--- src/rtl/edge_phase_sched.sv ---
// edge_phase_sched: multi-phase enable sequencer for positive-edge clock gates.
// Each gated domain gets exactly one rising clk edge per machine cycle, in phase order.
//
// Ports:
//   clk       free-running clock, also fed to every edge gate
//   rst_n     synchronous active-low reset
//   run       level, request free-running execution
//   step      pulse, request one machine cycle when idle
//   halt_req  level, stop at the next machine-cycle boundary
//   stall     level, hold phase and suppress edges this cycle
//   en        registered one-hot-or-zero gate enables
//   phase     index of the next phase to issue
//   busy      high whenever not IDLE
//   done      one-cycle pulse on the first IDLE cycle after a sequence ends
//
// Optional: define EDGE_PHASE_SCHED_CYCLE_COUNT_EN to add
//   cycle_cnt (16-bit machine-cycle counter) and clr_cnt (counter clear).

module edge_phase_sched #(
    parameter int NPHASE = 4,
    parameter int PW     = 3
) (
    input  logic              clk,
    input  logic              rst_n,
    input  logic              run,
    input  logic              step,
    input  logic              halt_req,
    input  logic              stall,
`ifdef EDGE_PHASE_SCHED_CYCLE_COUNT_EN
    output logic [15:0]       cycle_cnt,
    input  logic              clr_cnt,
`endif
    output logic [NPHASE-1:0] en,
    output logic [PW-1:0]     phase,
    output logic              busy,
    output logic              done
);

    typedef enum logic [1:0] {
        IDLE,
        RUN,
        STEP,
        DRAIN
    } state_t;

    state_t              state_q, state_d;
    logic [PW-1:0]       phase_q, phase_d;
    logic [NPHASE-1:0]   en_q, en_d;
    logic                done_q, done_d;
    logic                issue;
    logic                last;

    assign last = (phase_q == PW'(NPHASE - 1));

    always_comb begin
        state_d = state_q;
        issue   = 1'b0;
        unique case (state_q)
            IDLE: begin
                // halt_req outranks run, run outranks step
                if (!halt_req && !stall && run) begin
                    state_d = RUN;
                    issue   = 1'b1;
                end else if (!halt_req && !stall && step) begin
                    state_d = STEP;
                    issue   = 1'b1;
                end
            end
            RUN: begin
                issue = !stall;
                // A stop request is latched even while stalled; if it
                // coincides with the last phase, there is nothing to drain.
                if (halt_req || !run) begin
                    state_d = (issue && last) ? IDLE : DRAIN;
                end
            end
            STEP, DRAIN: begin
                issue = !stall;
                if (issue && last) begin
                    state_d = IDLE;
                end
            end
            default: state_d = IDLE;
        endcase
    end

    always_comb begin
        phase_d = phase_q;
        en_d    = '0;
        if (issue) begin
            en_d    = {{(NPHASE-1){1'b0}}, 1'b1} << phase_q;
            phase_d = last ? '0 : phase_q + PW'(1);
        end
    end

    assign done_d = (state_q != IDLE) && (state_d == IDLE);

    always_ff @(posedge clk) begin
        if (!rst_n) begin
            state_q <= IDLE;
            phase_q <= '0;
            en_q    <= '0;
            done_q  <= 1'b0;
        end else begin
            state_q <= state_d;
            phase_q <= phase_d;
            en_q    <= en_d;
            done_q  <= done_d;
        end
    end

    assign en    = en_q;
    assign phase = phase_q;
    assign busy  = (state_q != IDLE);
    assign done  = done_q;

`ifdef EDGE_PHASE_SCHED_CYCLE_COUNT_EN
    logic [15:0] cnt_q;

    always_ff @(posedge clk) begin
        if (!rst_n) begin
            cnt_q <= '0;
        end else if (clr_cnt) begin
            cnt_q <= '0;
        end else if (issue && last) begin
            cnt_q <= cnt_q + 16'd1;
        end
    end

    assign cycle_cnt = cnt_q;
`endif

endmodule
--- config.mk ---
export PLATFORM = sky130hd
export DESIGN_NAME = edge_phase_sched
export DESIGN_NICKNAME = d
export VERILOG_FILES = /design/src/rtl/edge_phase_sched.sv
export SDC_FILE = /design/constraint.sdc
export NUM_CORES = 1
export LEC_CHECK = 0
export ABC_AREA = 1
export BUFFER_PORTS_ARGS = -buffer_cell sky130_fd_sc_hd__buf_2
export CELL_PAD_IN_SITES_DETAIL_PLACEMENT = 2
export CELL_PAD_IN_SITES_GLOBAL_PLACEMENT = 2
export CORE_UTILIZATION = 26
export DETAILED_ROUTE_END_ITERATION = 12
export PLACE_DENSITY_LB_ADDON = 0.1
export SLEW_MARGIN = 20
export SYNTH_ARGS = -nofsm -noshare
export SYNTH_HDL_FRONTEND = slang
export SYNTH_SLANG_ARGS = --single-unit
--- constraint.sdc ---
create_clock -name clk -period 2.6 [get_ports clk]
set_input_delay 0.39 -clock clk [delete_from_list [all_inputs] [get_ports clk]]
set_output_delay 0.39 -clock clk [all_outputs]
set_load 0.01 [all_outputs]
==> Flow_metrics.wiki <==
{| class="wikitable"
! Metric !! Value
|-
| Outcome || finished clean
|-
| Core box area || 1590 µm²
|-
| Clock skew || roughly 0.0056 ns
|-
| Router iterations before antenna repair || 2
|-
| Net Count, Synth || 71
|-
| Flop and latch count out of synthesis || 10
|-
| Max-Cap Viols || 0
|-
| Hold Vio Cnt, Final || 0
|-
| Level count of the clock H-tree || 1
|-
| Via density || about 4.6
|-
| Worst path required time || between 2 and 2.5 ns
|-
| Slew headroom || 87.0%
|-
| Crit share post-route || roughly 56%
|-
| Design Area, Final || 603 µm²
|-
| Die X-Extent || ~44 µm
|-
| Number of standard cells after synthesis || 64
|-
| Largest net degree at the start of global routing || 8
|-
| Overall Global Routing Usage || approximately 16%
|-
| Cell chosen for the clock root || clkbuf_4
|-
| TritonCTS clock tree || yes
|-
| Pwr per Cell Area || just over 600 nW/µm²
|-
| Number of placement rows || 14
|-
| Number of vias after detailed routing || between 400 and 500
|-
| Fill cell count || roughly 200
|-
| Final global-route overflow total || 0
|-
| Net total in the final layout || 90
|-
| Die Area || between 1500 and 2000 µm²
|-
| CP Max Fanout || 6
|-
| Sequential area share after synthesis || between 40% and 50%
|-
| Vias in the first global route || 506
|-
| Commonest non-fill, non-tap cell in the layout || buf_2
|-
| Count of distinct cell types in the synthesized netlist || 14
|-
| Setup bufs post-CTS || 0
|-
| Worst-path clk slew || 0.07 ns
|-
| Number of antenna cells inserted || 0
|-
| Hold crit path type || in2reg
|-
| Area fraction of the dominant cell type after synthesis || a little over two fifths
|-
| Total count of max-transition violations in the final report || 0
|-
| Top library cells by usage in the layout, fill and taps aside || 14 x buf_2, 12 x nand2_1, 10 x dfxtp_1
|-
| Number of buffer cells added on primary ports || 14
|-
| First DRT Iteration DRCs || 7
|-
| Global-route wire length before repair || roughly 2200 µm
|-
| Category of the worst setup path capture point || primary output
|-
| Number of resized instances in the post-cts repair step || 0
|-
| Static leakage || around 0.32 nW
|-
| Sinks on the clock net || 10
|-
| Arrival time of data at the critical path endpoint || 1.05 ns
|-
| Warning count from the yosys run || 0
|-
| Placer's final routability congestion estimate || 0.710
|-
| Minimum period implied by the final worst setup slack || 1.44 ns
|-
| Type of element launching the critical path || flip-flop
|-
| Max VDD drop || roughly 0.18 mV
|-
| Die Y-Extent || roughly 44 µm
|-
| Wire per inst || around 11 µm
|-
| DRC violation count after routing || 0
|-
| Type of the worst setup path || reg2out
|-
| Total negative slack for setup checks || 0 ns
|-
| Cell Area, Placed || about 570 µm²
|-
| Source-to-sink clock delay at the later pin of the worst-skew pair || about 0.26 ns
|-
| Ratio of cells with drive above 1 in the final layout || between 30% and 40%
|-
| RSZ-0062 raised after global routing || false
|-
| Seq. cell area || around 200 µm²
|-
| Clk buf depth || 2
|-
| Number of primary I/O pins || 15
|-
| Area of combinational cells with multiple inputs || roughly 230 µm²
|-
| Highest attainable clock frequency || roughly 0.69 GHz
|-
| CTS hold repair buffers || 0
|-
| Antenna-violating nets left || 0
|-
| Cell taking the most area after synthesis || dfxtp_1
|-
| Slew of the pin with the lowest slew margin || around 0.19 ns
|-
| Final setup viols || 0
|-
| Initial antenna violation count || 0
|-
| Netlist area before placement || approximately 470 µm²
|-
| Final wirelength || about 1200 µm
|-
| Avg Synthesized Cell Area || between 7 and 8 µm²
|-
| Area Overhead vs Synth || 29.2%
|-
| Main area contributors after synthesis || dfxtp_1 43%, nand2_1 9.7%, nand3_1 8.6%, nor2_1 7.2%, nand3_2 6.4%
|-
| Cts bufs inserted || 3
|-
| Starting density of the core || ~29%
|}
[kinds of logic after synthesis]
| group | after synthesis | share of synthesized area (%) |
|---|---|---|
| buffers and inverters | 11 | 8.85 |
| flip-flops | 10 | 42.9 |
| adder cells (fa/ha/maj) | 1 | 2.68 |
| AND/OR/NAND/NOR | 39 | 42.4 |
| AO/OA/AOI/OAI | 3 | 3.22 |
[final timing paths]
check	slack, ns	end	cells past startpoint	startpoint
hold reg to reg	0.48	en[2]$_SDFF_PP0_	1	phase[0]$_SDFFE_PN0N_
setup reg to reg	1.49	done$_SDFF_PN0_	7	phase[0]$_SDFFE_PN0N_
hold / removal	0.40	phase[1]$_SDFFE_PN0N_	3	rst_n
setup / recovery	1.16	busy	3	state_q[0]$_SDFF_PN0_
[critical path, cell delays in order (launching register included)]
cell and delay [ns]:
dfxtp_1 0.34, nor2_4 0.21, inv_1 0.10, buf_2 0.15
[routing by layer]
layer / GRT usage, % / wire [µm] / share of wire, % / vias up
met3: 6.12 / 38 / 3.2 / 2
li1: - / - / - / 243
met1: 18.7 / 596 / 50 / 228
met5: 0 / 0 / 0 / -
met2: 24.4 / 551 / 46 / 10
met4: 7.27 / 18 / 1.5 / 0
[sequential cells by signal, summed over array words and instances, names as in the netlist]
register	cells
phase	3
state_q	2
en	4
done	1
[through the flow]
step	worst slack, ns	hold slack, ns	utilization [%]	power [mW]	std cells
6_report	1.16	0.403	37.8	0.372	106
3_5_place_dp	1.44	0.477	35.6	0.237	102
2_1_floorplan	1.56	0.480	-	0.213	64
3_3_place_gp	1.45	0.477	35.6	0.237	102
4_1_cts	1.15	0.395	37.8	0.379	106
5_1_grt	1.09	0.403	37.8	0.398	106
[where the power goes]
part / total, mW / internal, mW / switching [mW]
registers: 0.168 / 0.161 / 0.00684
clock network: 0.138 / 0.0849 / 0.0530
logic: 0.0658 / 0.0239 / 0.0420
[cell type report]
cell class	instances	share of cell area (%)
tap	24	4.98
timing repair buffer	14	11.6
inverter	11	6.85
sequential	10	33.2
clock buffer	4	6.02
multi-input combinational	43	37.3
[Yosys cell counts (all sizes together)]
master,number
nor2,12
nand2,13
ha,1
clkinv,1
dfxtp,10
inv,10
nand3,11
nand4,3
a21oi,3
(Power assumes the default switching activity.)
